### src/rtl/char_scroller.sv
// char_scroller: captures up to four 2-bit character codes from a Load
// strobe and shows them on four active-low seven-segment digits. Once
// four characters are held, Rotate scrolls them left at one step per
// TICK_DIV clock cycles.
module char_scroller #(
    parameter int TICK_DIV = 50000000
) (
    input  logic       CLOCK_50,
    input  logic       Reset,
    input  logic [1:0] Char,
    input  logic       Load,
    input  logic       Rotate,
    output logic [6:0] HEX0,
    output logic [6:0] HEX1,
    output logic [6:0] HEX2,
    output logic [6:0] HEX3,
    output logic       Full,
    output logic       Scrolling
);

    localparam int PW = $clog2(TICK_DIV);
    localparam logic [PW-1:0] PRE_LAST = PW'(TICK_DIV - 1);
    localparam logic [2:0] CNT_FULL = 3'd4;
    localparam logic [1:0] CODE_BLANK = 2'b11;

    typedef enum logic [1:0] {
        FILL   = 2'd0,
        HOLD   = 2'd1,
        SCROLL = 2'd2
    } state_t;

    state_t        state_q, state_d;
    logic [1:0]    slot_q [4];
    logic [1:0]    slot_d [4];
    logic [2:0]    cnt_q, cnt_d;
    logic [PW-1:0] pre_q, pre_d;
    logic          load_q, load_d;
    logic          cap_q, cap_d;
    logic          tick;

    // Code to active-low segment pattern, bit6=g ... bit0=a.
    function automatic logic [6:0] decode(input logic [1:0] code);
        case (code)
            2'b00:   decode = 7'b0100001;
            2'b01:   decode = 7'b0000110;
            2'b10:   decode = 7'b1111001;
            default: decode = 7'b1111111;
        endcase
    endfunction

    // Next-state logic: load edge detection, mode changes, prescaler and slot updates.
    always_comb begin
        load_d  = Load;
        cap_d   = Load & ~load_q;
        state_d = state_q;
        tick    = 1'b0;
        pre_d   = '0;
        cnt_d   = cnt_q;
        slot_d  = slot_q;

        case (state_q)
            FILL:    if (cnt_q == CNT_FULL) state_d = HOLD;
            HOLD:    if (Rotate) state_d = SCROLL;
            SCROLL:  if (!Rotate) state_d = HOLD;
            default: state_d = FILL;
        endcase

        if (state_q == SCROLL) begin
            tick = (pre_q == PRE_LAST);
        end

        // The prescaler only advances while staying in SCROLL, so it reads 0
        // on the first SCROLL cycle and whenever the block is not scrolling.
        if (state_q == SCROLL && state_d == SCROLL) begin
            pre_d = tick ? '0 : pre_q + 1'b1;
        end

        // A capture takes priority over a coincident scroll step.
        if (cap_q) begin
            slot_d[3] = slot_q[2];
            slot_d[2] = slot_q[1];
            slot_d[1] = slot_q[0];
            slot_d[0] = Char;
            if (cnt_q != CNT_FULL) cnt_d = cnt_q + 3'd1;
        end else if (tick) begin
            slot_d[3] = slot_q[2];
            slot_d[2] = slot_q[1];
            slot_d[1] = slot_q[0];
            slot_d[0] = slot_q[3];
        end
    end

    // State registers with asynchronous clear to an empty, blank display.
    always_ff @(posedge CLOCK_50 or posedge Reset) begin
        if (Reset) begin
            state_q <= FILL;
            slot_q  <= '{CODE_BLANK, CODE_BLANK, CODE_BLANK, CODE_BLANK};
            cnt_q   <= '0;
            pre_q   <= '0;
            load_q  <= 1'b0;
            cap_q   <= 1'b0;
        end else begin
            state_q <= state_d;
            slot_q  <= slot_d;
            cnt_q   <= cnt_d;
            pre_q   <= pre_d;
            load_q  <= load_d;
            cap_q   <= cap_d;
        end
    end

    // Display and status outputs come straight from the registers.
    always_comb begin
        HEX0      = decode(slot_q[0]);
        HEX1      = decode(slot_q[1]);
        HEX2      = decode(slot_q[2]);
        HEX3      = decode(slot_q[3]);
        Full      = (cnt_q == CNT_FULL);
        Scrolling = (state_q == SCROLL);
    end

endmodule
### config.mk
export PLATFORM = sky130hd
export DESIGN_NAME = char_scroller
export DESIGN_NICKNAME = d
export VERILOG_FILES = /design/src/rtl/char_scroller.sv
export SDC_FILE = /design/constraint.sdc
export NUM_CORES = 1
export LEC_CHECK = 0
export ABC_AREA = 1
export BUFFER_PORTS_ARGS = -buffer_cell sky130_fd_sc_hd__buf_2
export CAP_MARGIN = 20
export CORE_UTILIZATION = 44
export CTS_CLUSTER_SIZE = 40
export DETAILED_ROUTE_END_ITERATION = 16
export GPL_TIMING_DRIVEN = 0
export PLACE_DENSITY_LB_ADDON = 0.3
export SLEW_MARGIN = 40
export SYNTH_ARGS = -nofsm -noshare
export SYNTH_HDL_FRONTEND = slang
export SYNTH_SLANG_ARGS = --single-unit
### constraint.sdc
create_clock -name CLOCK_50 -period 3.35 [get_ports CLOCK_50]
set_input_delay 0 -clock CLOCK_50 [delete_from_list [all_inputs] [get_ports CLOCK_50]]
set_output_delay 0 -clock CLOCK_50 [all_outputs]
set_load 0.01 [all_outputs]
==> metrics.cfg <==
[status]
outcome = finished clean

[clocking]
clk_path_buf_depth = 2
clock-sinks = 41
cts_root_buffer = clkbuf_8
clock_tree.htree_level_count = 2
clock_latency_ps = 300
cts_tree = done
cts_buffers = 5
clk_pin_slew_worst_paths_ps = 80
post-cts-setup-buffers = 0

[global_route]
first_global_vias = 1928
grt_max_degree = 42
grt_overflow = 0
grt_first_pass_wirelength_um = 8270
track_usage = 0.179
antenna_found_initial = 0

[worst_setup_path]
crit_top_cell = nand2_4
cp-end-kind = flop
worstPathMaxFanout = 10
worstPathArrival_ps = 1790
crit_chain = ha_1, inv_2, nor2_8, nand2_4, nor2_4, nand2_4, buf_6, nand3_1, nor2_1
crit_type = flop to flop
crit_buf_inv = 2
path_delay_family = simple AND/OR/NAND/NOR gates
slowest_stage = dfrtp_1
rrSetupSlack_ps = 1750
critPathMaxStageDelay_ps = 380
startpoint_type = flop
crit_required_ps = 3530

[timing]
hold_violations = 0
finClkSkew_ps = 5.25
holdWs_ps = 6.22
finalSetupTns_ps = 0
slew_viol_final = 0
slew_headroom = 0.588
fmax_mhz = 624
tightest_slew_ps = 618
setup_violations = 0
fin_crit_sh = 0.479
finalCriticalPeriod_ps = 1600
rsz0062_at_grt = no

[logic_synthesis]
yosys.area.top_type = dfrtp_1
syn-cell-area_um2 = 2400
synthesis.nets = 320
synth.avg_cell_area_um2 = 7.73
yosysSeqAreaShare = 0.431
yosys_register_bits = 41
yosysTopAreaCellShare = 0.344
synth_warnings = 0
yosysUniqueCellTypes = 26
syn_inst = 311
synthTopCellsByArea = dfrtp_1 (34%), nand2_1 (12%), nor2_1 (9.1%)

[routing]
via_per_inst = 4.58
wl_per_cell_um = 11.0
drtIter0Drc = 99
first_pass_iters = 4
post-route-drc-count = 0
routed_wl_um = 4720
ant_nets = 0
top_layer_used = met4
met3_length_um = 230
vias = 1960
wl_met1_um = 2180
wl_met2_um = 2250

[placement]
hpwl_um = 3500
io_buffers = 35
place_area_um2 = 2670
routabilityCongestion = 0.839

[finish]
layout_commonest_cell = nand2_1
antenna_cells = 0
nFillCells = 491
fin_nets = 366
fin_area_um2 = 2830
drive_above_1_share = 0.263
area_growth_pct = 17.5
final_cell_mix = nand2_1 (76), nor2_1 (58), buf_2 (35)

[die]
core_area_um2 = 5170
die_y_um = 75.9
std_cell_rows = 26
die_w_um = 75.9
initial_core_util = 0.465
dieArea_um2 = 5760
io_pins = 36

[min_path]
holdCritPathClass = primary input to flop

[power_and_ir_drop]
powerDensity_nw_per_um2 = 479
p_leak_nw = 1.30
peakVddDrop_uv = 267

[job]
maxCapViolations = 0

==> power breakdown <==
part | total (W) | internal (W) | leakage, nW | switching [W]
Combinational | 0.000337 | 0.000161 | 0.705 | 0.000176
Clock | 0.000415 | 0.000243 | 0.0585 | 0.000172
Sequential | 0.000600 | 0.000558 | 0.533 | 0.0000426
Total | 0.00135 | 0.000962 | 1.30 | 0.000390
==> synth_stat cells <==
master    number
buf_6          1
nand3_1       19
buf_1          1
nand2_4        2
buf_4         16
nand3_2        8
o21ai_0        2
o22ai_1        1
nor2_4         4
dfstp_2        8
nor3_1         2
inv_2          2
nor2_2         4
dfrtp_1       33
or2_2          1
xnor2_1        8
inv_1         31
ha_1           3
xor2_1         8
nor2_1        58
nand4_1        2
nand2_2        4
nand2_1       76
a21oi_1        8
clkbuf_1       8
nor2_8         1
==> state kept, by name, summed over array words and instances (netlist names) <==
name,cells
cap_q,1
cnt_q,3
load_q,1
pre_q,26
slot_q,8
state_q,2
==> routing by layer <==
layer	track usage	vias to the layer above
met5	0	-
met4	0.0596	0
met3	0.0361	6
met2	0.311	38
met1	0.221	889
li1	-	1027
==> area by class of cell <==
cell class	instances	area, um2	share of cell area
Clock inverter	1	30.0	0.0106
Inverter	33	126	0.0447
Clock buffer	7	86.3	0.0306
Buffer	26	165	0.0585
Tap cell	70	87.6	0.0310
Timing Repair Buffer	39	215	0.0762
Sequential cell	41	1040	0.367
Multi-Input combinational cell	211	1080	0.382
==> path summary, 6_finish.rpt <==
check | from | cells past startpoint | to
setup / recovery | pre_q[0] | 9 | pre_q[23]
hold / removal | Char[1] | 5 | slot_q[7]
setup reg to reg | pre_q[0] | 9 | pre_q[23]
hold reg to reg | load_q | 1 | cap_q
max in group asynchronous | Reset | 3 | slot_q[5]
min in group asynchronous | Reset | 3 | cap_q
==> cells by family (layout without fill, tap and decap cells) <==
| kind of cell | count (synthesis) | after routing | synth area share |
|---|---|---|---|
| xor gates and xnor gates | 16 | 16 | 0.0583 |
| and+or+nand+nor | 181 | 181 | 0.351 |
| adders and majority gates | 3 | 3 | 0.0156 |
| AOI/OAI and AO/OA | 11 | 11 | 0.0234 |
| buffers and inverters | 59 | 106 | 0.120 |
| DFF | 41 | 41 | 0.431 |
==> per-stage QoR <==
| step | setup slack (ps) | total power (W) | cells | util |
|---|---|---|---|---|
| after floorplan | 1920 | 0.000836 | 311 | - |
| final | 1750 | 0.00135 | 428 | 0.546 |
| after detailed placement | 1760 | 0.000947 | 416 | 0.516 |
| after global placement | 1790 | 0.000934 | 416 | 0.515 |
| after global routing | 1650 | 0.00143 | 428 | 0.546 |
| after CTS | 1740 | 0.00137 | 428 | 0.546 |
==> worst reg2reg max path: stages, from the launching register on <==
cell	delay (ps)
dfrtp_1	380
ha_1	260
inv_2	100
nor2_8	150
nand2_4	70
nor2_4	120
nand2_4	110
buf_6	180
nand3_1	90
nor2_1	40
==> repair_timing <==
action                                 CTS  global route
endpoints found under the hold margin   38             0
hold buffers                             4             0
resized for setup                        0             0
No activity file was read; power rests on OpenSTA's default activity.
